<file path="src/rtl/load_store_unit.sv">
// Multi-cycle load/store unit: accepts one load or store, drives a
// byte-strobed bus-aligned memory port (one or two beats) and returns an
// extended load result or an error pulse.
module load_store_unit #(
  parameter int XLEN             = 32,
  parameter int ADDR_W           = 32,
  parameter int SPLIT_MISALIGNED = 1
) (
  input  logic              clk,
  input  logic              nreset,
  input  logic              req_valid,
  output logic              req_ready,
  input  logic              req_we,
  input  logic [2:0]        req_funct3,
  input  logic [ADDR_W-1:0] req_addr,
  input  logic [XLEN-1:0]   req_wdata,
  output logic              rsp_valid,
  output logic [XLEN-1:0]   rsp_rdata,
  output logic              rsp_err,
  output logic              mem_valid,
  input  logic              mem_ready,
  output logic              mem_we,
  output logic [ADDR_W-1:0] mem_addr,
  output logic [XLEN-1:0]   mem_wdata,
  output logic [XLEN/8-1:0] mem_wstrb,
  input  logic [XLEN-1:0]   mem_rdata
);

  localparam int NB    = XLEN / 8;
  localparam int OFF_W = $clog2(NB);

  typedef enum logic [1:0] {IDLE, BEAT0, BEAT1} state_t;

  state_t            state, state_n;

  // Registered outputs and their next values
  logic              mem_valid_n, mem_we_n, rsp_valid_n, rsp_err_n;
  logic [ADDR_W-1:0] mem_addr_n;
  logic [XLEN-1:0]   mem_wdata_n, rsp_rdata_n;
  logic [NB-1:0]     mem_wstrb_n;

  // Request decode
  logic              dec_legal, dec_sgn, dec_split, dec_err;
  logic [3:0]        dec_size;
  logic [OFF_W-1:0]  dec_off;
  int                dec_end;
  logic [2*NB-1:0]   dec_strb;
  logic [2*XLEN-1:0] dec_wdata;

  // Latched request fields; second-beat lanes are precomputed at accept
  logic              we_q, sgn_q, split_q;
  logic [3:0]        size_q;
  logic [OFF_W-1:0]  off_q;
  logic [XLEN-1:0]   wdata_hi_q, rdata0_q;
  logic [NB-1:0]     strb_hi_q;

  logic              accept, capture0;
  logic [2*XLEN-1:0] rd_cat;
  logic [XLEN-1:0]   rd_low, rd_ext;

  // Keep the low size bytes of raw and fill the rest with the sign or zero
  function automatic logic [XLEN-1:0] extend(input logic [XLEN-1:0] raw,
                                             input logic [3:0] size,
                                             input logic sgn);
    logic [XLEN-1:0] r;
    logic            sb;
    sb = 1'b0;
    for (int i = 0; i < NB; i++)
      if (sgn && (i == int'(size) - 1)) sb = raw[8*i+7];
    for (int i = 0; i < NB; i++)
      r[8*i +: 8] = (i < int'(size)) ? raw[8*i +: 8] : {8{sb}};
    return r;
  endfunction

  function automatic logic [ADDR_W-1:0] aligned(input logic [ADDR_W-1:0] a);
    return {a[ADDR_W-1:OFF_W], {OFF_W{1'b0}}};
  endfunction

  assign req_ready = (state == IDLE) && nreset;

  // Decode size/sign/legality and lay the request out across two beats
  always_comb begin
    dec_legal = 1'b0;
    dec_sgn   = 1'b0;
    dec_size  = 4'd1;
    if (req_we) begin
      case (req_funct3)
        3'b000:  begin dec_legal = 1'b1;         dec_size = 4'd1; end
        3'b001:  begin dec_legal = 1'b1;         dec_size = 4'd2; end
        3'b010:  begin dec_legal = 1'b1;         dec_size = 4'd4; end
        3'b011:  begin dec_legal = (XLEN == 64); dec_size = 4'd8; end
        default: dec_legal = 1'b0;
      endcase
    end else begin
      case (req_funct3)
        3'b000:  begin dec_legal = 1'b1;         dec_size = 4'd1; dec_sgn = 1'b1; end
        3'b001:  begin dec_legal = 1'b1;         dec_size = 4'd2; dec_sgn = 1'b1; end
        3'b010:  begin dec_legal = 1'b1;         dec_size = 4'd4; dec_sgn = 1'b1; end
        3'b011:  begin dec_legal = (XLEN == 64); dec_size = 4'd8; dec_sgn = 1'b1; end
        3'b100:  begin dec_legal = 1'b1;         dec_size = 4'd1; end
        3'b101:  begin dec_legal = 1'b1;         dec_size = 4'd2; end
        3'b110:  begin dec_legal = (XLEN == 64); dec_size = 4'd4; end
        default: dec_legal = 1'b0;
      endcase
    end
    dec_off   = req_addr[OFF_W-1:0];
    dec_end   = int'(dec_off) + int'(dec_size);
    dec_split = (dec_end > NB);
    dec_err   = !dec_legal || (dec_split && (SPLIT_MISALIGNED == 0));
    for (int i = 0; i < 2*NB; i++)
      dec_strb[i] = (i >= int'(dec_off)) && (i < dec_end);
    dec_wdata = {{XLEN{1'b0}}, req_wdata} << (8 * int'(dec_off));
  end

  // Merge beats, shift the addressed bytes down and extend
  always_comb begin
    rd_cat = split_q ? {mem_rdata, rdata0_q} : {{XLEN{1'b0}}, mem_rdata};
    rd_low = XLEN'(rd_cat >> (8 * int'(off_q)));
    rd_ext = extend(rd_low, size_q, sgn_q);
  end

  // Next state and next registered outputs
  always_comb begin
    state_n     = state;
    mem_valid_n = mem_valid;
    mem_we_n    = mem_we;
    mem_addr_n  = mem_addr;
    mem_wdata_n = mem_wdata;
    mem_wstrb_n = mem_wstrb;
    rsp_valid_n = 1'b0;
    rsp_err_n   = 1'b0;
    rsp_rdata_n = rsp_rdata;
    accept      = 1'b0;
    capture0    = 1'b0;
    case (state)
      IDLE: begin
        if (req_valid && req_ready) begin
          accept = 1'b1;
          if (dec_err) begin
            rsp_valid_n = 1'b1;
            rsp_err_n   = 1'b1;
            rsp_rdata_n = '0;
          end else begin
            state_n     = BEAT0;
            mem_valid_n = 1'b1;
            mem_we_n    = req_we;
            mem_addr_n  = aligned(req_addr);
            mem_wdata_n = dec_wdata[XLEN-1:0];
            mem_wstrb_n = req_we ? dec_strb[NB-1:0] : {NB{1'b1}};
          end
        end
      end
      BEAT0: begin
        if (mem_ready) begin
          capture0 = 1'b1;
          if (split_q) begin
            state_n     = BEAT1;
            mem_addr_n  = mem_addr + ADDR_W'(NB);
            mem_wdata_n = wdata_hi_q;
            mem_wstrb_n = we_q ? strb_hi_q : {NB{1'b1}};
          end else begin
            state_n     = IDLE;
            mem_valid_n = 1'b0;
            rsp_valid_n = 1'b1;
            rsp_rdata_n = we_q ? '0 : rd_ext;
          end
        end
      end
      BEAT1: begin
        if (mem_ready) begin
          state_n     = IDLE;
          mem_valid_n = 1'b0;
          rsp_valid_n = 1'b1;
          rsp_rdata_n = we_q ? '0 : rd_ext;
        end
      end
      default: state_n = IDLE;
    endcase
  end

  // State register and output registers, cleared by reset
  always_ff @(posedge clk) begin
    if (!nreset) begin
      state     <= IDLE;
      mem_valid <= 1'b0;
      mem_we    <= 1'b0;
      mem_addr  <= '0;
      mem_wdata <= '0;
      mem_wstrb <= '0;
      rsp_valid <= 1'b0;
      rsp_rdata <= '0;
      rsp_err   <= 1'b0;
    end else begin
      state     <= state_n;
      mem_valid <= mem_valid_n;
      mem_we    <= mem_we_n;
      mem_addr  <= mem_addr_n;
      mem_wdata <= mem_wdata_n;
      mem_wstrb <= mem_wstrb_n;
      rsp_valid <= rsp_valid_n;
      rsp_rdata <= rsp_rdata_n;
      rsp_err   <= rsp_err_n;
    end
  end

  // Request fields and first-beat read data; only meaningful outside IDLE
  always_ff @(posedge clk) begin
    if (accept) begin
      we_q       <= req_we;
      sgn_q      <= dec_sgn;
      size_q     <= dec_size;
      off_q      <= dec_off;
      split_q    <= dec_split;
      wdata_hi_q <= dec_wdata[2*XLEN-1:XLEN];
      strb_hi_q  <= dec_strb[2*NB-1:NB];
    end
    if (capture0) rdata0_q <= mem_rdata;
  end

endmodule

</file>
<file path="config.mk">
export PLATFORM = sky130hd
export DESIGN_NAME = load_store_unit
export DESIGN_NICKNAME = d
export VERILOG_FILES = /design/src/rtl/load_store_unit.sv
export SDC_FILE = /design/constraint.sdc
export NUM_CORES = 1
export LEC_CHECK = 0
export BUFFER_PORTS_ARGS = -buffer_cell sky130_fd_sc_hd__buf_2
export CAP_MARGIN = 25
export CORE_MARGIN = 4
export CORE_UTILIZATION = 45
export DETAILED_ROUTE_END_ITERATION = 16
export PLACE_DENSITY = 0.68
export RECOVER_POWER = 100
export SYNTH_ARGS = -nofsm -noshare
export SYNTH_HDL_FRONTEND = slang
export SYNTH_SLANG_ARGS = --single-unit
</file>
<file path="constraint.sdc">
create_clock -name clk -period 4.3 [get_ports clk]
set_clock_uncertainty 0.2 [all_clocks]
set_input_delay 0.215 -clock clk [delete_from_list [all_inputs] [get_ports clk]]
set_output_delay 0.215 -clock clk [all_outputs]
set_load 0.1 [all_outputs]
</file>
==> Word level (Yosys, flattened, before mapping) <==
Cells that the tools add are included.
{ "totals": {"register_bits": 183, "in_bits": 104, "elab_cells": 142, "out_inout_bits": 105} }
{ "classes": {"n_eq_ne": 18, "magnitude_cmp": 16, "shift": 2, "reduce_logical": 25, "n_addsub": 3, "muxes": 61} }
{ "op_table": {"columns": ["op", "count"], "rows": [
  ["32-bit two-way mux", 14],
  ["32-bit case mux with 2 select lines", 2],
  ["32-bit case mux with 3 select lines", 1],
  ["64-bit two-way mux", 1],
  ["32-bit by 5-bit left shift with 64-bit output", 1],
  ["64-bit by 5-bit right shift with 32-bit output", 1],
  ["32-bit by 3-bit adder with 32-bit output (second input constant)", 1],
  ["32-bit zero test", 1],
  ["8-bit two-way mux", 4],
  ["4-bit two-way mux", 7],
  ["4-bit case mux with 3 select lines", 2],
  ["1-bit two-way mux", 21],
  ["3-bit by 5-bit < comparator with 1-bit output (first input constant)", 4],
  ["2-bit inequality test (second input constant)", 6],
  ["6-bit AND reduction", 2],
  ["3-bit by 5-bit == test with 1-bit output (first input constant)", 2],
  ["1-bit by 5-bit < comparator with 1-bit output (first input constant)", 2],
  ["2-bit by 5-bit < comparator with 1-bit output (first input constant)", 2],
  ["2-bit two-way mux", 5],
  ["3-bit == test (second input constant)", 3],
  ["1-bit logical AND", 9],
  ["1-bit by 4-bit < comparator with 1-bit output (first input constant)", 2],
  ["2-bit by 4-bit < comparator with 1-bit output (first input constant)", 2],
  ["4-bit case mux with 2 select lines", 1],
  ["25 further kinds", 29]
]} }

==> Logic depth before layout (Yosys ltp) <==
Gate-level depths: netlist (run 1).
{ "logic_depth": {"depth_word": 12, "ltp_mapped": 13, "mapped_depth_nobuf": 13} }

==> Worst setup path after synthesis (run 1) <==
No wires, ideal clock.
{ "synth_timing": {"path_kind": "register to register", "startpoint": "register state[1]", "endpoint": "register rdata0_q[0], enable pin", "period_less_slack_ps": 2891, "arrival_ps": 2299, "stages_incl_launch_ff": 7, "setup_slack_ps": 1409, "path_buffers": 3, "setup_ps": 392, "required_ps": 3708, "cell_sequence": "dfxtp_1 > inv_1 > ha_1 > clkbuf_1 > clkbuf_1 > clkbuf_1 > and2_1"} }
{ "synth_via": {"elab_chain_cells": 2} }
{ "synth_rtl": {"columns": ["item", "line_no", "text"], "rows": [
  ["start, declared", "34", "state_t state, state_n;"],
  ["start signal, assigned", "194", "state <= state_n;"],
  ["2-bit by 1-bit == test with 1-bit output", "135", "case (state)"],
  ["1-bit two-way mux", "135", null],
  ["net capture0", "57", "logic accept, capture0;"],
  ["end signal, assigned", "217", "if (capture0) rdata0_q <= mem_rdata;"],
  ["end, declared", "54", "logic [XLEN-1:0] wdata_hi_q, rdata0_q;"]
]} }
The timed path passes the listed nets, and every way through them passes these cells.
A chain may end at the register's enable or synchronous reset.

==> reports/results.ini, run 1 <==
[logic_synthesis]
synth_edf_count = 68
async_reset_ff_frac = 0
synth_common_cells = dfxtp_1 (104), nand2_1 (85), nor2_1 (78), mux2i_1 (72), edfxtp_1 (68)
synth_top_area_frac = 0.2232
yosys_warnings = 0
yosysMostFrequentCell = dfxtp_1
synth-seq-cells = 172
yosys.area.top_type = dfxtp_1
syn_inst = 974
synth_area_leaders = dfxtp_1 (22%), edfxtp_1 (22%), mux2i_1 (7.7%), nand2_1 (3.4%), a21oi_1 (3.2%)
syn_area_per_cell_um2 = 9.578
synth_flop_cell = dfxtp_1
synth_seq_area_share = 0.4421
syn_area_um2 = 9329
yosysUniqueCellTypes = 77

[timing]
worst_slack_ps = 766.9
fmax_mhz = 283.0
final_hold_viol_count = 0
setup_violations = 0
rsz0062_at_grt = no
fin_setup_tns_ps = 0
fin_crit_ps = 3533
worstMarginPinSlew_ps = 2148
slew_headroom = -0.4317
final.period_utilization = 0.8217
maxSlewViolCount = 109

[cts]
cts_root_buf = clkbuf_16
cts_tree = yes
h-tree-depth = 4
cts_resized = 0
cts_max_path_buffers = 2
clk_latency_ps = 440
cts_buffers = 17
cts.sinks = 172
post-cts-setup-buffers = 0
clkTransAtPathRegs_ps = 70

[hold_path]
hold_path_startpoint = req_addr[24]
hold_path_end = mem_addr[24]
holdPathStages = 4
hold_class = in2reg

[status]
status = finished with violations
violations = max-capacitance violations, max-slew violations

[final_layout]
regArea_um2 = 4124
drive_gt1_frac = 0.1377
multiInputGateArea_um2 = 4738
area_growth_pct = 24.21
n_fill_cell = 1891
fin_nets = 1323

[detailed_routing]
dr.first_iter.drc_count = 659
vias = 8494
postRouteAntennaNets = 0
dr.pass1.iters = 5
drc = 0
viasPerCell = 5.697
wirelength_mm = 27.90
avgRoutedWirePerCell_um = 18.71

[placement]
pre_cts_ws_ps = 1071
place_hpwl_mm = 19.09
place.gp.congestion = 0.8485
io_buffers = 206

[global_routing]
antenna_found_initial = 1
grt_pass1_vias = 8314
grt_use_total = 0.2337
grt_first_pass_wirelength_mm = 44.99
grt_max_degree = 63
grt.overflow.total = 0

[floorplan]
dieWidth_um = 152.0
die_y_um = 152.0
start_util = 0.4596
dieArea_um2 = 23100
core-area_um2 = 20300
num_io_pins = 209
rows = 52

[critical_path]
regToRegSetupSlack_ps = 770
cp_max_fo = 19
r2r_start = strb_hi_q[0]
arrival_ps = 3600
cp-start-kind = flop
path_class = reg2reg
r2r_end = rsp_rdata[21]
rr_worst_depth = 6
worstPathRequired_ps = 4360
endpoint_kind = flop

[power]
leakage_nw = 4.265
power_density_nw_per_um2 = 716.2
peakVddDrop_mv = 0.5692

[run]
cap_violations = 3

==> where the power goes <==
part | internal [W] | switching, W | total [W] | leakage [nW]
logic | 0.000854 | 0.00348 | 0.00433 | 2.50
registers | 0.00212 | 0.000316 | 0.00243 | 1.48
clock network | 0.000803 | 0.000729 | 0.00153 | 0.288
==> repair_timing <==
action	4_1_cts	5_1_grt
hold buffers	66	0
hold endpoints to repair	76	0
endpoints found under the setup margin	0	0
==> how the worst max path moves through the flow <==
stage | from | to | slack [ps] | depth (start not counted)
finish | strb_hi_q[0] | rsp_rdata[21] | 770 | 6
global route | strb_hi_q[0] | rsp_rdata[18] | 490 | 6
CTS | req_we | mem_wstrb[2] | 1270 | 13
detailed placement | req_funct3[0] | mem_wstrb[2] | 1070 | 14
global placement | req_funct3[0] | mem_wstrb[2] | 1250 | 14
floorplan | state[1] | rdata0_q[0] | 1410 | 6
==> cell usage in the layout, fill, tap and decap left out, types with 8 or more instances in the layout <==
cell and count:
o211ai_1 23, nor3_1 25, buf_4 8, edfxtp_1 68, clkbuf_16 18, dlygate4sd3_1 66, mux2i_1 72, dfxtp_1 104
o221a_2 8, inv_1 39, ha_1 10, a211oi_1 21, a311oi_1 9, nor2_1 78, a221oi_1 11, nor2b_1 18
nand3_1 24, nand2_1 85, and3_1 13, o21ai_0 27, nand4_1 19, a21oi_1 59, buf_2 68, o32ai_1 9
mux4_2 9, clkbuf_1 144, a22oi_1 10, mux2_2 17, o2bb2ai_1 16, a22o_1 8
==> through the flow <==
step / hold WS (ps) / util / instances / total power [W] / area [um^2]
after floorplan: 113.9 / - / 975 / 0.005951 / 9333
after global placement: 226.8 / 0.5185 / 1390 / 0.006776 / 10530
after detailed placement: 224.4 / 0.5185 / 1390 / 0.006820 / 10530
after CTS: 1.383 / 0.5794 / 1488 / 0.008391 / 11760
after global routing: 15.08 / 0.5708 / 1491 / 0.008703 / 11590
final: 0.4560 / 0.5708 / 1491 / 0.008299 / 11590
==> area by class of cell <==
cell class | instances | area share
clock buffers | 19 | 0.03920
well taps | 270 | 0.02915
inverters | 43 | 0.01393
diodes | 1 | 0.0002160
flip-flops and latches | 172 | 0.3559
multi-input cells | 684 | 0.4089
repair buffers | 289 | 0.1422
clock inverters | 13 | 0.01047
==> sequential cells by signal, indices dropped and copies added (netlist names), 4 cells and up <==
name,flops
mem_wstrb,4
strb_hi_q,4
rdata0_q,32
size_q,4
rsp_rdata,32
mem_addr,30
mem_wdata,32
wdata_hi_q,24
==> per-layer routing <==
layer,vias to the layer above,part of all wire,global-route usage
met5,-,0,0
met4,0,0.021,0.06807
met3,48,0.051,0.04124
met2,274,0.48,0.3776
met1,4027,0.45,0.3232
li1,4145,-,-
==> cell families (layout without fill, tap and decap cells) <==
kind of cell             Yosys count  after routing  share of synthesized area
other                              1              3                  0.0004020
buffers and inverters            119            364                    0.05351
AND/OR/NAND/NOR                  310            310                     0.1646
XOR/XNOR                           1              1                  0.0009390
AO/OA/AOI/OAI                    260            260                     0.2009
adder cells (fa/ha/maj)           12             12                    0.01690
flip-flops                       172            172                     0.4421
multiplexers                      99             99                     0.1207
==> critical path, stage by stage (launching register included) <==
cell	delay, ps
edfxtp_1	360
buf_4	250
clkbuf_1	1010
or3_1	280
a21oi_1	140
o311ai_1	930
o211ai_1	190
Power figures use the tool's default switching activity.
==> run 2: changes to the inputs <==
--- a/config.mk
+++ b/config.mk
@@ -5,6 +5,7 @@
 export SDC_FILE = /design/constraint.sdc
 export NUM_CORES = 1
 export LEC_CHECK = 0
+export ABC_AREA = 1
 export BUFFER_PORTS_ARGS = -buffer_cell sky130_fd_sc_hd__buf_2
 export CAP_MARGIN = 25
 export CORE_MARGIN = 4
==> constraint.sdc (replaced) <==
create_clock -name clk -period 3.7 [get_ports clk]
set_clock_uncertainty 0.2 [all_clocks]
set_input_delay 0.185 -clock clk [delete_from_list [all_inputs] [get_ports clk]]
set_output_delay 0.185 -clock clk [all_outputs]
set_load 0.1 [all_outputs]
==> run 2 against run 1 <==
Against the previous run: the flow still finishes with violations (max-capacitance violations, max-slew violations); synthesized cell count rose by 33%; synthesized area grew 1.4%; total power is 11% higher; maximum frequency rose by 12%; cell count rose by 23%; largest power group unchanged; die area grew 1.3%; sequential share of layout area down 0.85 points; flip-flop and latch count unchanged; wire length rose by 6.5%; non-clock buffer count grew 24; via count increased by 16%; highest routed layer is now met5.
==> reports/results.ini, run 2 <==
[final_layout]
area_growth_pct = 25.49
largestRegisters = mem_wdata: 32 flops, rdata0_q: 32 flops, rsp_rdata: 32 flops
final_common_cell = nand2_1
final_cell_mix = nand2_1 (384), clkbuf_1 (137), a21oi_1 (122)
fin_nets = 1663  ; +26%
n_fill_cell = 2036  ; +7.7%
fin_area_um2 = 11870  ; +2.4%
instances_no_fill = 1831  ; +23%
drive_gt1_frac = 0.09872  ; -0.03899

[logic_synthesis]
yosysUniqueCellTypes = 51  ; -34%
synth-seq-cells = 172  ; unchanged
synth_top_area_frac = 0.2201  ; -0.003070
yosys.area.top_type = dfxtp_1
synth_area_leaders = dfxtp_1 (22%), edfxtp_1 (22%), nand2_1 (15%), a21oi_1 (6.5%), o21ai_0 (6.0%)
synth_flop_cell = dfxtp_1
syn_area_per_cell_um2 = 7.327  ; -24%
syn_area_um2 = 9459  ; +1.4%
synth_common_cells = nand2_1 (383), a21oi_1 (122), o21ai_0 (113), dfxtp_1 (104), inv_1 (83)
async_reset_ff_frac = 0  ; unchanged
synth_seq_area_share = 0.4360  ; -0.006081
yosys_warnings = 0  ; unchanged
yosysMostFrequentCell = nand2_1
synth_edf_count = 68  ; unchanged
syn_inst = 1291  ; +33%

[placement]
place.gp.congestion = 0.8998  ; +6.0%
place_hpwl_mm = 20.40  ; +6.8%
io_buffers = 206  ; unchanged
place_area_um2 = 10620  ; +0.93%
place_inst = 1711  ; +23%

[cts]
hold_buffers = 87  ; +32%
cts_root_buf = clkbuf_16
h-tree-depth = 4  ; unchanged
clk_latency_ps = 430  ; about the same
cts_tree = yes
post-cts-setup-buffers = 0  ; unchanged
cts.sinks = 172  ; unchanged
cts_buffers = 17  ; unchanged
cts_max_path_buffers = 2  ; unchanged
clkTransAtPathRegs_ps = 70  ; about the same
cts_resized = 0  ; unchanged

[critical_path]
crit_end = rsp_rdata[10]
cp-start-kind = flop
worstPathRequired_ps = 3850  ; -510 ps
crit_start = strb_hi_q[0]
path_class = reg2reg
cp_max_fo = 45  ; +26
r2r_start = strb_hi_q[0]
rr_worst_depth = 9  ; +3
r2r_end = rsp_rdata[10]
regToRegSetupSlack_ps = 540  ; -230 ps
endpoint_kind = flop
arrival_ps = 3310  ; -290 ps

[timing]
final.period_utilization = 0.8536  ; +0.03195
maxSlewViolCount = 33  ; -70%
fin_crit_ps = 3158  ; -374.8 ps
rsz0062_at_grt = no
fmax_mhz = 316.6  ; +12%
slew_headroom = -0.3085  ; +0.1232
fin_setup_tns_ps = 0  ; unchanged
worstMarginPinSlew_ps = 1963  ; -184.8 ps
final_hold_viol_count = 0  ; unchanged
setup_violations = 0  ; unchanged
whs_ps = 15.44  ; +14.98 ps

[floorplan]
dieWidth_um = 153.0  ; +0.66%
rows = 52  ; unchanged
dieArea_um2 = 23400  ; +1.3%
num_io_pins = 209  ; unchanged
die_y_um = 153.0  ; +0.66%
core-area_um2 = 20430  ; +0.64%
start_util = 0.4630  ; +0.003442

[detailed_routing]
dr.pass1.iters = 6  ; +1
drc = 0  ; unchanged
postRouteAntennaNets = 0  ; unchanged
dr.first_iter.drc_count = 860  ; +31%
vias = 9826  ; +16%
viasPerCell = 5.366  ; -5.8%
wirelength_mm = 29.71  ; +6.5%
avgRoutedWirePerCell_um = 16.23  ; -13%

[global_routing]
grt_pass1_vias = 9340  ; +12%
grt_max_degree = 54  ; -14%
grt_first_pass_wirelength_mm = 48.36  ; +7.5%
antenna_found_initial = 2  ; +1
grt.overflow.total = 0  ; unchanged
grt_use_total = 0.2510  ; +0.01728

[hold_path]
hold_class = in2reg

[power]
power_density_nw_per_um2 = 776.4  ; +8.4%
peakVddDrop_mv = 0.4892  ; -14%
leakage_nw = 4.651  ; +9.0%

[status]
violations = max-capacitance violations, max-slew violations
status = finished with violations

[run]
cap_violations = 1  ; -2

run 2: changes by cell type in the layout (fill, tap and decap cells not counted), moves of 18 or more:
cell	previous run	this run
dlygate4sd3_1	66	87
nor2b_1	18	0
a211oi_1	21	2
nand2_1	85	384
o21ai_0	27	115
mux2i_1	72	14
a21oi_1	59	122
inv_1	39	84
nand3_1	24	78
run 2: final cells by class:
cell class / count / area [um^2] / share of cell area
Clock inverter: 12 / 113.9 / 0.009592
Inverter: 93 / 350.3 / 0.02951
Tap cell: 270 / 337.8 / 0.02846
Multi-Input combinational cell: 950 / 4616 / 0.3888
Clock buffer: 20 / 457.9 / 0.03858
Antenna cell: 1 / 2.502 / 0.0002108
Timing Repair Buffer: 313 / 1868 / 0.1574
Sequential cell: 172 / 4124 / 0.3474
run 2: kinds of logic after synthesis:
group,count (synthesis),synth area share
xor+xnor,3,0.002778
buf+inv,170,0.07526
fa+ha+maj,12,0.01667
mux,14,0.01481
flops,172,0.4360
simple gates,608,0.2739
other cells,1,0.0003964
compound gates,311,0.1802
run 2: layer usage:
layer,vias up,global-route usage,wire [um]
met3,48,0.05909,2155
met1,4539,0.3299,12970
met5,-,0,9
met2,352,0.4131,13940
li1,4885,-,-
met4,2,0.07637,630
run 2: worst min-delay path by stage:
stage	start	to	slack [ps]	depth (start not counted)
floorplan	req_addr[0]	off_q[0]	80	0
global placement	mem_rdata[29]	rdata0_q[29]	180	1
detailed placement	mem_rdata[29]	rdata0_q[29]	180	1
CTS	req_wdata[10]	wdata_hi_q[2]	5	3
global route	req_addr[14]	mem_addr[14]	50	5
finish	req_valid	mem_we	20	4
run 2: critical path: stages (launching register included):
cell and delay (ps):
edfxtp_1 620, clkbuf_2 800, nand2_1 380, o211ai_1 310, nand3_1 110, nand2_1 90
nand2_1 180, nand2_4 200, nand2_1 80, a21oi_1 120
run 2: stage by stage:
| step | util | setup slack [ps] | power [W] |
|---|---|---|---|
| global route | 0.5810 | 309.7 | 0.009753 |
| finish | 0.5810 | 541.7 | 0.009216 |
| floorplan | - | 554.6 | 0.006574 |
| CTS | 0.5906 | 942.9 | 0.009344 |
| detailed placement | 0.5200 | 748.0 | 0.007513 |
| global placement | 0.5200 | 830.5 | 0.007475 |
run 2: where the power goes:
group | switching [W] | internal (W) | leakage, nW | total (W)
logic | 0.00385 | 0.000870 | 2.90 | 0.00473
clock network | 0.000780 | 0.000975 | 0.274 | 0.00176
registers | 0.000335 | 0.00240 | 1.48 | 0.00274
==> run 3: changes to the inputs <==
--- a/config.mk
+++ b/config.mk
@@ -9,9 +9,8 @@
 export BUFFER_PORTS_ARGS = -buffer_cell sky130_fd_sc_hd__buf_2
 export CAP_MARGIN = 25
 export CORE_MARGIN = 4
-export CORE_UTILIZATION = 45
+export CORE_UTILIZATION = 26
 export DETAILED_ROUTE_END_ITERATION = 16
-export PLACE_DENSITY = 0.68
 export RECOVER_POWER = 100
 export SYNTH_ARGS = -nofsm -noshare
 export SYNTH_HDL_FRONTEND = slang
==> run 3 against run 2 <==
Against the previous run: the flow finishes with violations (negative hold slack); worst hold slack worse by 18 ps; clock power down 2%; utilization down 24 points; flip-flop and latch count unchanged; total power up 1.3%; combinational power up 3%; count of clock-buffer cells in the layout down 2; critical path type unchanged.
==> reports/results.ini, run 3 (synthesis results as in run 2) <==
[critical_path]
cp_max_fo = 43  ; -4.4%
crit_start = off_q[0]
r2r_start = off_q[0]
path_class = reg2reg
cp-start-kind = flop
regToRegSetupSlack_ps = 670  ; +130 ps
endpoint_kind = flop
r2r_end = rsp_rdata[23]
worstPathRequired_ps = 3870  ; +20 ps
rr_worst_depth = 11  ; +2
arrival_ps = 3200  ; -110 ps
crit_end = rsp_rdata[23]

[global_routing]
grt_max_degree = 54  ; unchanged
grt_use_total = 0.1695  ; -0.08151
top_usage_layer = met2
grt_first_pass_wirelength_mm = 52.96  ; +9.5%
use_met2 = 0.2828  ; -0.1303
grt_use_met1 = 0.2143  ; -0.1156
met3_usage = 0.03421  ; -0.02488
grt_pass1_vias = 9868  ; +5.7%
antenna_found_initial = 2  ; unchanged
grt.overflow.total = 0  ; unchanged

[placement]
place_hpwl_mm = 24.33  ; +19%
io_buffers = 206  ; unchanged
place.gp.congestion = 0.9116  ; +1.3%
place_area_um2 = 10870  ; +2.3%

[power]
leakage_nw = 4.666  ; +0.32%
power_density_nw_per_um2 = 769.0  ; -0.96%
peakVddDrop_mv = 0.6823  ; +39%

[cts]
clkTransAtPathRegs_ps = 70  ; about the same
clk_latency_ps = 450  ; +20 ps
cts_root_buf = clkbuf_16
cts.sinks = 172  ; unchanged
h-tree-depth = 4  ; unchanged
cts_tree = yes
cts_max_path_buffers = 2  ; unchanged
cts_buffers = 17  ; unchanged
cts_resized = 0  ; unchanged

[detailed_routing]
dr.first_iter.drc_count = 784  ; -8.8%
drc = 0  ; unchanged
avgRoutedWirePerCell_um = 16.88  ; +4.0%
vias = 9959  ; +1.4%
wirelength_mm = 34.20  ; +15%
postRouteAntennaNets = 0  ; unchanged
dr.pass1.iters = 5  ; -1
viasPerCell = 4.916  ; -8.4%

[timing]
fin_crit_ps = 3027  ; -131.7 ps
rsz0062_at_grt = no
slew_headroom = 0.06403  ; +0.3725
final.period_utilization = 0.8180  ; -0.03560
whs_ps = -2.971  ; -18.41 ps
fmax_mhz = 330.4  ; +4.4%
setup_violations = 0  ; unchanged
worstMarginPinSlew_ps = 1410  ; -552.7 ps
maxSlewViolCount = 0  ; -100%
final_hold_viol_count = 1  ; +1
fin_setup_tns_ps = 0  ; unchanged

[floorplan]
start_util = 0.2647  ; -0.1984
dieWidth_um = 198.7  ; +30%
core-area_um2 = 35740  ; +75%
die_y_um = 198.7  ; +30%
rows = 69  ; +33%
num_io_pins = 209  ; unchanged
dieArea_um2 = 39500  ; +69%

[final_layout]
final_common_cell = nand2_1
fin_area_um2 = 12140  ; +2.3%
final_cell_mix = nand2_1 (383), clkbuf_1 (138), a21oi_1 (122)
drive_gt1_frac = 0.09789  ; -0.0008293
largestRegisters = mem_wdata: 32 flops, rdata0_q: 32 flops, rsp_rdata: 32 flops
fin_nets = 1666  ; +0.18%
area_growth_pct = 28.36

[run]
cap_violations = 0  ; -1

[hold_path]
hold_class = in2reg

[status]
violations = negative hold slack
status = finished with violations

run 3: changes by cell type in the layout (fill, tap and decap cells not counted), sizes merged:
cell / change
clkinvlp: -2
bufinv: -1
inv: +5
diode: +1
buf: -2
dlygate4sd3: +3
run 3: how the worst min path moves through the flow:
stage | startpoint | end | depth (start not counted)
CTS | req_valid | mem_we | 4
finish | req_valid | mem_we | 4
detailed placement | mem_rdata[28] | rdata0_q[28] | 1
floorplan | req_addr[0] | off_q[0] | 0
global route | req_valid | mem_we | 4
global placement | mem_rdata[30] | rdata0_q[30] | 1
run 3: layout make-up:
type                            instances  area (um^2)
Antenna cell                            2        5.005
Clock buffer                           18        429.2
Tap cell                              461        576.8
Multi-Input combinational cell        950         4618
Clock inverter                         14        106.4
Sequential cell                       172         4124
Inverter                               93        350.3
Fill cell                            3912        23600
Timing Repair Buffer                  316         1932
run 3: repair_timing:
item	in CTS	in global routing
endpoints found under the setup margin	0	0
hold endpoints to repair	100	0
hold buffers	90	0
setup buffers	0	0
run 3: metrics by stage:
stage / power [W] / cells / util / setup slack, ps
2_1_floorplan: 0.006574 / 1292 / - / 554.6
3_3_place_gp: 0.007576 / 1901 / 0.3040 / 771.4
3_5_place_dp: 0.007631 / 1901 / 0.3040 / 701.1
4_1_cts: 0.009439 / 2023 / 0.3442 / 947.9
5_1_grt: 0.009865 / 2025 / 0.3396 / 425.8
6_report: 0.009337 / 2026 / 0.3397 / 673.4
run 3: layer usage:
metal | wire, um | up-vias
met3 | 2185 | 60
met5 | 12 | -
li1 | - | 4894
met1 | 14780 | 4638
met2 | 16100 | 365
met4 | 1120 | 2
run 3: worst max-delay path, stage by stage, from the launching register on:
cell and delay (ps):
edfxtp_1 370, clkbuf_2 670, nand2_1 520, o211ai_1 410, nand3_1 120, nand2_1 80, nand2_1 40, nand2_1 60
nand2_2 120, nand2_4 140, nand2_1 90, a21oi_1 130
run 3: report_power, final:
| part | internal (W) | switching [W] | total, W |
|---|---|---|---|
| clock network | 0.000872 | 0.000845 | 0.00172 |
| logic | 0.000925 | 0.00393 | 0.00486 |
| registers | 0.00240 | 0.000363 | 0.00276 |
